==> src/rtl/present_decrypt_if.sv <==
// Start/done handshake bundle for the PRESENT-80 decryption core.
// start is sampled only while the core is idle. busy covers the key-expansion and round phases.
// done pulses for one cycle, and plaintext stays valid until the next run completes.
interface present_decrypt_if;
    logic        start;
    logic [79:0] key;
    logic [63:0] ciphertext;
    logic [63:0] plaintext;
    logic        busy;
    logic        done;
    logic [2:0]  dbg_state;

    modport master (
        output start, key, ciphertext,
        input  plaintext, busy, done, dbg_state
    );

    modport slave (
        input  start, key, ciphertext,
        output plaintext, busy, done, dbg_state
    );
endinterface

==> src/rtl/present_decrypt.sv <==
// Iterative PRESENT-80 decryption: the key schedule runs forward to K32, the state is whitened,
// then 31 inverse rounds unwind the cipher while the key schedule is run backwards.
module present_decrypt (
    input  logic             clk,
    input  logic             rst_n,
    present_decrypt_if.slave bus
);

    localparam logic [2:0] ST_IDLE   = 3'd0;
    localparam logic [2:0] ST_KEYEXP = 3'd1;
    localparam logic [2:0] ST_WHITEN = 3'd2;
    localparam logic [2:0] ST_ROUND  = 3'd3;
    localparam logic [2:0] ST_DONE   = 3'd4;

    logic [2:0]  state_q, state_d;
    logic [79:0] kreg_q, kreg_d;
    logic [63:0] sreg_q, sreg_d;
    logic [4:0]  rc_q, rc_d;
    logic [63:0] pt_q, pt_d;
    logic        done_q, done_d;
    logic [79:0] key_prev;
    logic [63:0] perm_s;
    logic [63:0] sub_s;

    function automatic logic [3:0] sbox(input logic [3:0] x);
        case (x)
            4'h0: sbox = 4'hC;  4'h1: sbox = 4'h5;  4'h2: sbox = 4'h6;  4'h3: sbox = 4'hB;
            4'h4: sbox = 4'h9;  4'h5: sbox = 4'h0;  4'h6: sbox = 4'hA;  4'h7: sbox = 4'hD;
            4'h8: sbox = 4'h3;  4'h9: sbox = 4'hE;  4'hA: sbox = 4'hF;  4'hB: sbox = 4'h8;
            4'hC: sbox = 4'h4;  4'hD: sbox = 4'h7;  4'hE: sbox = 4'h1;  default: sbox = 4'h2;
        endcase
    endfunction

    function automatic logic [3:0] sbox_inv(input logic [3:0] x);
        case (x)
            4'h0: sbox_inv = 4'h5;  4'h1: sbox_inv = 4'hE;  4'h2: sbox_inv = 4'hF;  4'h3: sbox_inv = 4'h8;
            4'h4: sbox_inv = 4'hC;  4'h5: sbox_inv = 4'h1;  4'h6: sbox_inv = 4'h2;  4'h7: sbox_inv = 4'hD;
            4'h8: sbox_inv = 4'hB;  4'h9: sbox_inv = 4'h4;  4'hA: sbox_inv = 4'h6;  4'hB: sbox_inv = 4'h3;
            4'hC: sbox_inv = 4'h0;  4'hD: sbox_inv = 4'h7;  4'hE: sbox_inv = 4'h9;  default: sbox_inv = 4'hA;
        endcase
    endfunction

    // K_rc -> K_rc+1
    function automatic logic [79:0] fwd_update(input logic [79:0] k, input logic [4:0] rc);
        logic [79:0] t;
        t          = {k[18:0], k[79:19]};
        t[79:76]   = sbox(t[79:76]);
        t[19:15]   = t[19:15] ^ rc;
        fwd_update = t;
    endfunction

    // K_rc+1 -> K_rc, undoing fwd_update step by step in reverse order
    function automatic logic [79:0] inv_update(input logic [79:0] k, input logic [4:0] rc);
        logic [79:0] t;
        t          = k;
        t[19:15]   = t[19:15] ^ rc;
        t[79:76]   = sbox_inv(t[79:76]);
        inv_update = {t[60:0], t[79:61]};
    endfunction

    for (genvar gi = 0; gi < 63; gi++) begin : g_inv_perm
        assign perm_s[gi] = sreg_q[(16 * gi) % 63];
    end
    assign perm_s[63] = sreg_q[63];

    for (genvar gj = 0; gj < 16; gj++) begin : g_inv_sbox
        assign sub_s[4*gj +: 4] = sbox_inv(perm_s[4*gj +: 4]);
    end

    assign key_prev = inv_update(kreg_q, rc_q);

    always_comb begin
        state_d = state_q;
        kreg_d  = kreg_q;
        sreg_d  = sreg_q;
        rc_d    = rc_q;
        pt_d    = pt_q;
        done_d  = 1'b0;
        case (state_q)
            ST_IDLE: begin
                if (bus.start) begin
                    kreg_d  = bus.key;
                    sreg_d  = bus.ciphertext;
                    rc_d    = 5'd1;
                    state_d = ST_KEYEXP;
                end
            end
            ST_KEYEXP: begin
                kreg_d = fwd_update(kreg_q, rc_q);
                if (rc_q == 5'd31) begin
                    state_d = ST_WHITEN;
                end else begin
                    rc_d = rc_q + 5'd1;
                end
            end
            ST_WHITEN: begin
                sreg_d  = sreg_q ^ kreg_q[79:16];
                rc_d    = 5'd31;
                state_d = ST_ROUND;
            end
            ST_ROUND: begin
                sreg_d = sub_s ^ key_prev[79:16];
                kreg_d = key_prev;
                if (rc_q == 5'd1) begin
                    state_d = ST_DONE;
                end else begin
                    rc_d = rc_q - 5'd1;
                end
            end
            ST_DONE: begin
                pt_d    = sreg_q;
                done_d  = 1'b1;
                state_d = ST_IDLE;
            end
            default: begin
                state_d = ST_IDLE;
            end
        endcase
    end

    always_ff @(posedge clk or negedge rst_n) begin
        if (!rst_n) begin
            state_q <= ST_IDLE;
            kreg_q  <= '0;
            sreg_q  <= '0;
            rc_q    <= '0;
            pt_q    <= '0;
            done_q  <= 1'b0;
        end else begin
            state_q <= state_d;
            kreg_q  <= kreg_d;
            sreg_q  <= sreg_d;
            rc_q    <= rc_d;
            pt_q    <= pt_d;
            done_q  <= done_d;
        end
    end

    assign bus.plaintext = pt_q;
    assign bus.done      = done_q;
    assign bus.busy      = (state_q == ST_KEYEXP) || (state_q == ST_WHITEN) || (state_q == ST_ROUND);
    assign bus.dbg_state = state_q;

endmodule

==> src/flat_wrapper.sv <==
// flat-port wrapper written by rule: the top's interface ports become plain ports
module present_decrypt_flat 
  (clk, rst_n, bus_start, bus_key, bus_ciphertext, bus_plaintext, bus_busy, bus_done, bus_dbg_state);
  present_decrypt_if bus_i ();
  input  logic clk;
  input  logic rst_n;
  input wire logic [$bits(bus_i.start)-1:0] bus_start;
  input wire logic [$bits(bus_i.key)-1:0] bus_key;
  input wire logic [$bits(bus_i.ciphertext)-1:0] bus_ciphertext;
  output wire logic [$bits(bus_i.plaintext)-1:0] bus_plaintext;
  output wire logic [$bits(bus_i.busy)-1:0] bus_busy;
  output wire logic [$bits(bus_i.done)-1:0] bus_done;
  output wire logic [$bits(bus_i.dbg_state)-1:0] bus_dbg_state;
  assign bus_i.start = bus_start;
  assign bus_i.key = bus_key;
  assign bus_i.ciphertext = bus_ciphertext;
  assign bus_plaintext = bus_i.plaintext;
  assign bus_busy = bus_i.busy;
  assign bus_done = bus_i.done;
  assign bus_dbg_state = bus_i.dbg_state;
  present_decrypt u_core (.clk(clk), .rst_n(rst_n), .bus(bus_i));
endmodule
==> config.mk <==
export PLATFORM = sky130hd
export DESIGN_NAME = present_decrypt_flat
export DESIGN_NICKNAME = d
export VERILOG_FILES = /design/src/rtl/present_decrypt_if.sv /design/src/rtl/present_decrypt.sv /design/src/flat_wrapper.sv
export SDC_FILE = /design/constraint.sdc
export NUM_CORES = 1
export LEC_CHECK = 0
export ABC_AREA = 0
export CAP_MARGIN = 25
export CORE_ASPECT_RATIO = 0.7
export CORE_MARGIN = 5
export CORE_UTILIZATION = 40
export CTS_CLUSTER_DIAMETER = 30
export DETAILED_ROUTE_END_ITERATION = 8
export GPL_ROUTABILITY_DRIVEN = 1
export PLACE_DENSITY = 0.73
export SLEW_MARGIN = 20
export SYNTH_ARGS = -nofsm -noshare
export SYNTH_HDL_FRONTEND = slang
export SYNTH_SLANG_ARGS = --single-unit
==> constraint.sdc <==
create_clock -name clk -period 2.9 [get_ports clk]
set_input_delay 0.435 -clock clk [delete_from_list [all_inputs] [get_ports clk]]
set_output_delay 0.435 -clock clk [all_outputs]
set_load 0.01 [all_outputs]
==> impl.org <==
** Flow run
- The tool flagged a number of max-cap violations equal to 0.

** Synth
- For this run, the leading register cell type out of synthesis is sky130_fd_sc_hd__dfrtp_1.
- Count of different cell masters after synthesis :: 52
- In the post-synthesis netlist, the biggest area contributors are sky130_fd_sc_hd__dfrtp_1 (35%), sky130_fd_sc_hd__ha_1 (9.2%), sky130_fd_sc_hd__o21ai_0 (6.1%).
- Cell accounting for the most synthesized area :: sky130_fd_sc_hd__dfrtp_1
- Number of standard cells after synthesis :: 1630
- Fraction of post-synthesis cell area in the top cell type by area :: 35.2%
- The synthesized design contains 0 enable-type register cells.
- In this run, synthesis produced a sequential element count of 217.
- Count of warnings emitted by yosys :: 0
- Of all flip-flops after synthesis, the portion carrying an async set or reset was 100%.
- Mapped cell area :: 15400 sq um
- The number of nets handed over by synthesis was 1891.
- The average instance in the mapped netlist occupies 9.46 sq um.
- Fraction of the yosys area taken by sequential cells :: 35.2%

** STA
- Upper clock frequency limit :: 391 MHz
- Clock period minus final worst setup slack :: 2.56 ns
- Final hold violation count :: 0
- Worst-case headroom to the max-slew limit :: 45.3%
- Setup violators final :: 0
- Fin. max-slew vios :: 0
- Period utilization :: 88.1%
- Unrepaired setup endpoints after global routing :: false
- Worst hold slack after final layout :: 0.422 ns
- Total Negative Setup Slacks :: 0 ns
- Post-Route Skew :: 0.0198 ns
- At the pin with the least slew margin, the transition time is 0.818 ns.

** Power
- VDD sags by at most 0.492 mV.
- In this run the power density over the cells is 980 nW/um^2.
- Static leakage :: 8.10 nW
- Sum of internal, switching and leakage power :: 0.0194 W

** Cells and area
- After filler insertion, the fill cell instance count of the layout stands at 3383.
- The library cell used most frequently in the layout, excluding fill and tap cells, is sky130_fd_sc_hd__dfrtp_1.
- P&R area growth vs syn :: 28.3%
- For this run, the post-layout net count is 2074.
- Fin cells :: 2347
- Fraction of layout instances using a drive strength above 1 :: 13.8%
- In the layout the commonest cells are sky130_fd_sc_hd__dfrtp_1 (215), sky130_fd_sc_hd__clkdlybuf4s50_1 (214), sky130_fd_sc_hd__o21ai_0 (189).
- N_diodes :: 0

** Clocking
- Clock-pin slew was measured on the worst setup and hold paths at 0.05 ns.
- The clock drives 217 sinks.
- TritonCTS clock tree :: done
- Post-CTS Resized :: 0
- The root buffer cell chosen for the clock tree is sky130_fd_sc_hd__clkbuf_16.
- Count of H-tree levels built during CTS :: 2
- Number of hold-repair buffers added at the cts stage :: 1
- CTS buffer count :: 47
- After clock tree synthesis, the setup repair step added 0 buffers.
- The clock passes through at most 3 buffers.
- The clock reaches the later pin of the worst-skew pair after 0.56 ns.

** Global routing
- Total overflow reported by the global router :: 0
- Largest net degree at the start of global routing :: 105
- Via count of the first global-routing pass :: 13200
- Global routing used 25.7% of the available tracks.
- Global-route wire length before repair :: 83800 um
- Antenna violations before repair :: 2

** Critical path
- Crit path capture type :: primary output
- Across all register-to-register paths, the minimum setup slack is 0.41 ns.
- R2R cell count :: 8
- The critical path goes through nor2_1 -> buf_4 -> nor2_1 -> clkdlybuf4s50_1.
- Buf+Inv Stages, Crit Path :: 2
- End of the worst register-to-register path :: u_core.sreg_q[23]
- Reg2Reg Launch Point :: u_core.sreg_q[21]
- For this design, the slowest cell found on the critical path is sky130_fd_sc_hd__dfrtp_2.
- The worst setup path is launched from a flop.
- The critical path is of the flop to primary output type.
- Worst Path Max Fanout :: 21
- For this run, the slowest stage of the critical path takes 0.64 ns.
- CP required :: 2.47 ns
- Category of cells accounting for the largest share of critical-path delay :: buffers and inverters
- STA puts the critical path data arrival time at 2.12 ns.
- In this design, the critical path's most frequently occurring cell is sky130_fd_sc_hd__nor2_1.

** Drt
- Summed over all layers, the routed wires come to 56400 um.
- DRC viols :: 0
- Using the TritonRoute via totals, the vias-per-cell ratio works out to 5.83.
- Post-detailed-route wirelength per cell :: 24.0 um
- Count of antenna-violating nets left after detailed routing :: 0
- 1st-iter DRT viols :: 1534
- Detailed routing inserted a total of 13700 vias.
- The first detailed-routing pass took 7 iterations.

** Min path
- The worst hold path belongs to the class input pin to asynchronous set/reset pin.

** Floorplanning
- In this run the count of I/O pins placed on the die edge is 216.
- Measured along the x axis, the die boundary spans 245 um.
- Total Die Area :: 42600 sq um
- Initial core utilization :: 40.3%
- From bottom edge to top edge, the die measures 174 um.
- The floorplan step defined a core boundary enclosing 38300 sq um.
- Row generation in the floorplan step produced 60 rows.

** Place
- The congestion estimate from routability-driven global placement came to 0.944.
- Number of port buffers :: 215
- The number of placed instances, taps included, is 2259.
- After legalization and detailed placement, the total HPWL measured 41900 um.

** Status
- The run finished with clean final reports.
-- where the power goes --
part / total [W] / internal, W / switching (W) / leakage [nW]
clock: 0.00560 / 0.00371 / 0.00189 / 0.803
sequential: 0.00544 / 0.00393 / 0.00151 / 2.57
combinational: 0.00835 / 0.00432 / 0.00402 / 4.73
-- synth_stat cells, types with 3 or more instances --
| master | count |
|---|---|
| sky130_fd_sc_hd__dfrtp_1 | 217 |
| sky130_fd_sc_hd__o21ai_0 | 189 |
| sky130_fd_sc_hd__a21oi_1 | 140 |
| sky130_fd_sc_hd__ha_1 | 114 |
| sky130_fd_sc_hd__nor2_1 | 114 |
| sky130_fd_sc_hd__nand2_1 | 106 |
| sky130_fd_sc_hd__mux2i_1 | 88 |
| sky130_fd_sc_hd__inv_1 | 84 |
| sky130_fd_sc_hd__mux2_2 | 72 |
| sky130_fd_sc_hd__clkbuf_1 | 67 |
| sky130_fd_sc_hd__xor2_1 | 65 |
| sky130_fd_sc_hd__xnor2_1 | 55 |
| sky130_fd_sc_hd__buf_2 | 45 |
| sky130_fd_sc_hd__mux4_2 | 33 |
| sky130_fd_sc_hd__a311o_1 | 30 |
| sky130_fd_sc_hd__a211oi_1 | 29 |
| sky130_fd_sc_hd__a221oi_1 | 29 |
| sky130_fd_sc_hd__nor3b_1 | 23 |
| sky130_fd_sc_hd__nor2b_1 | 21 |
| sky130_fd_sc_hd__nor3_1 | 17 |
| sky130_fd_sc_hd__buf_1 | 11 |
| sky130_fd_sc_hd__nand2b_1 | 10 |
| sky130_fd_sc_hd__o22ai_1 | 9 |
| sky130_fd_sc_hd__buf_4 | 7 |
| sky130_fd_sc_hd__o211ai_1 | 6 |
| sky130_fd_sc_hd__o221ai_1 | 5 |
| sky130_fd_sc_hd__a222oi_1 | 4 |
| sky130_fd_sc_hd__a31oi_1 | 4 |
| sky130_fd_sc_hd__nand3_1 | 4 |
| sky130_fd_sc_hd__and3_1 | 3 |
| sky130_fd_sc_hd__o21a_1 | 3 |
-- routing by layer --
layer  up-vias  track usage [%]  share of wire, %
met5         -                0             0.023
met4         2             10.2               4.5
met3       141             7.73                11
met2       733             37.2                42
met1      6673             36.0                42
li1       6139                -                 -
-- logic make-up (layout without fill, tap and decap cells) --
group | Yosys count | after routing | share of synthesized area (%)
xor+xnor | 120 | 120 | 6.82
flops | 217 | 217 | 35.2
fa+ha+maj | 114 | 114 | 9.25
mux | 194 | 194 | 15.9
simple gates | 305 | 305 | 8.97
compound gates | 461 | 461 | 17.9
buf+inv | 219 | 440 | 5.98
-- worst max-delay path by stage --
| stage | start | end | slack [ns] | depth (start not counted) |
|---|---|---|---|---|
| 2_1_floorplan | u_core.sreg_q[6] | u_core.sreg_q[27] | 0.83 | 7 |
| 3_3_place_gp | bus_start | u_core.sreg_q[12] | 0.49 | 7 |
| 3_5_place_dp | bus_start | u_core.sreg_q[12] | 0.39 | 7 |
| 4_1_cts | u_core.bus.dbg_state[0] | bus_busy | 0.33 | 4 |
| 5_1_grt | u_core.bus.dbg_state[0] | bus_busy | 0.24 | 4 |
| 6_report | u_core.bus.dbg_state[0] | bus_busy | 0.34 | 4 |
-- state kept, by name (all words and copies together) (netlist names) --
signal	flops
u_core.sreg_q	64
u_core.bus.plaintext	64
u_core.rc_q	5
u_core.bus.done	1
u_core.bus.dbg_state	3
u_core.kreg_q	80
-- layout make-up --
cell class	count	area, sq um	share of cell area (%)
clock inverters	31	377	1.90
repair buffers	266	2630	13.3
clock buffers	56	1280	6.47
flip-flops and latches	217	5440	27.5
well taps	496	621	3.14
multi-input cells	1194	9110	46.0
inverters	87	329	1.66
-- stage by stage --
stage / instance area, sq um / utilization [%] / setup WS (ns)
6_report: 19800 / 51.7 / 0.344
5_1_grt: 19800 / 51.7 / 0.242
3_5_place_dp: 18100 / 47.3 / 0.393
3_3_place_gp: 18100 / 47.3 / 0.494
4_1_cts: 19800 / 51.7 / 0.326
2_1_floorplan: 15400 / - / 0.830
Power figures use the tool's default switching activity.
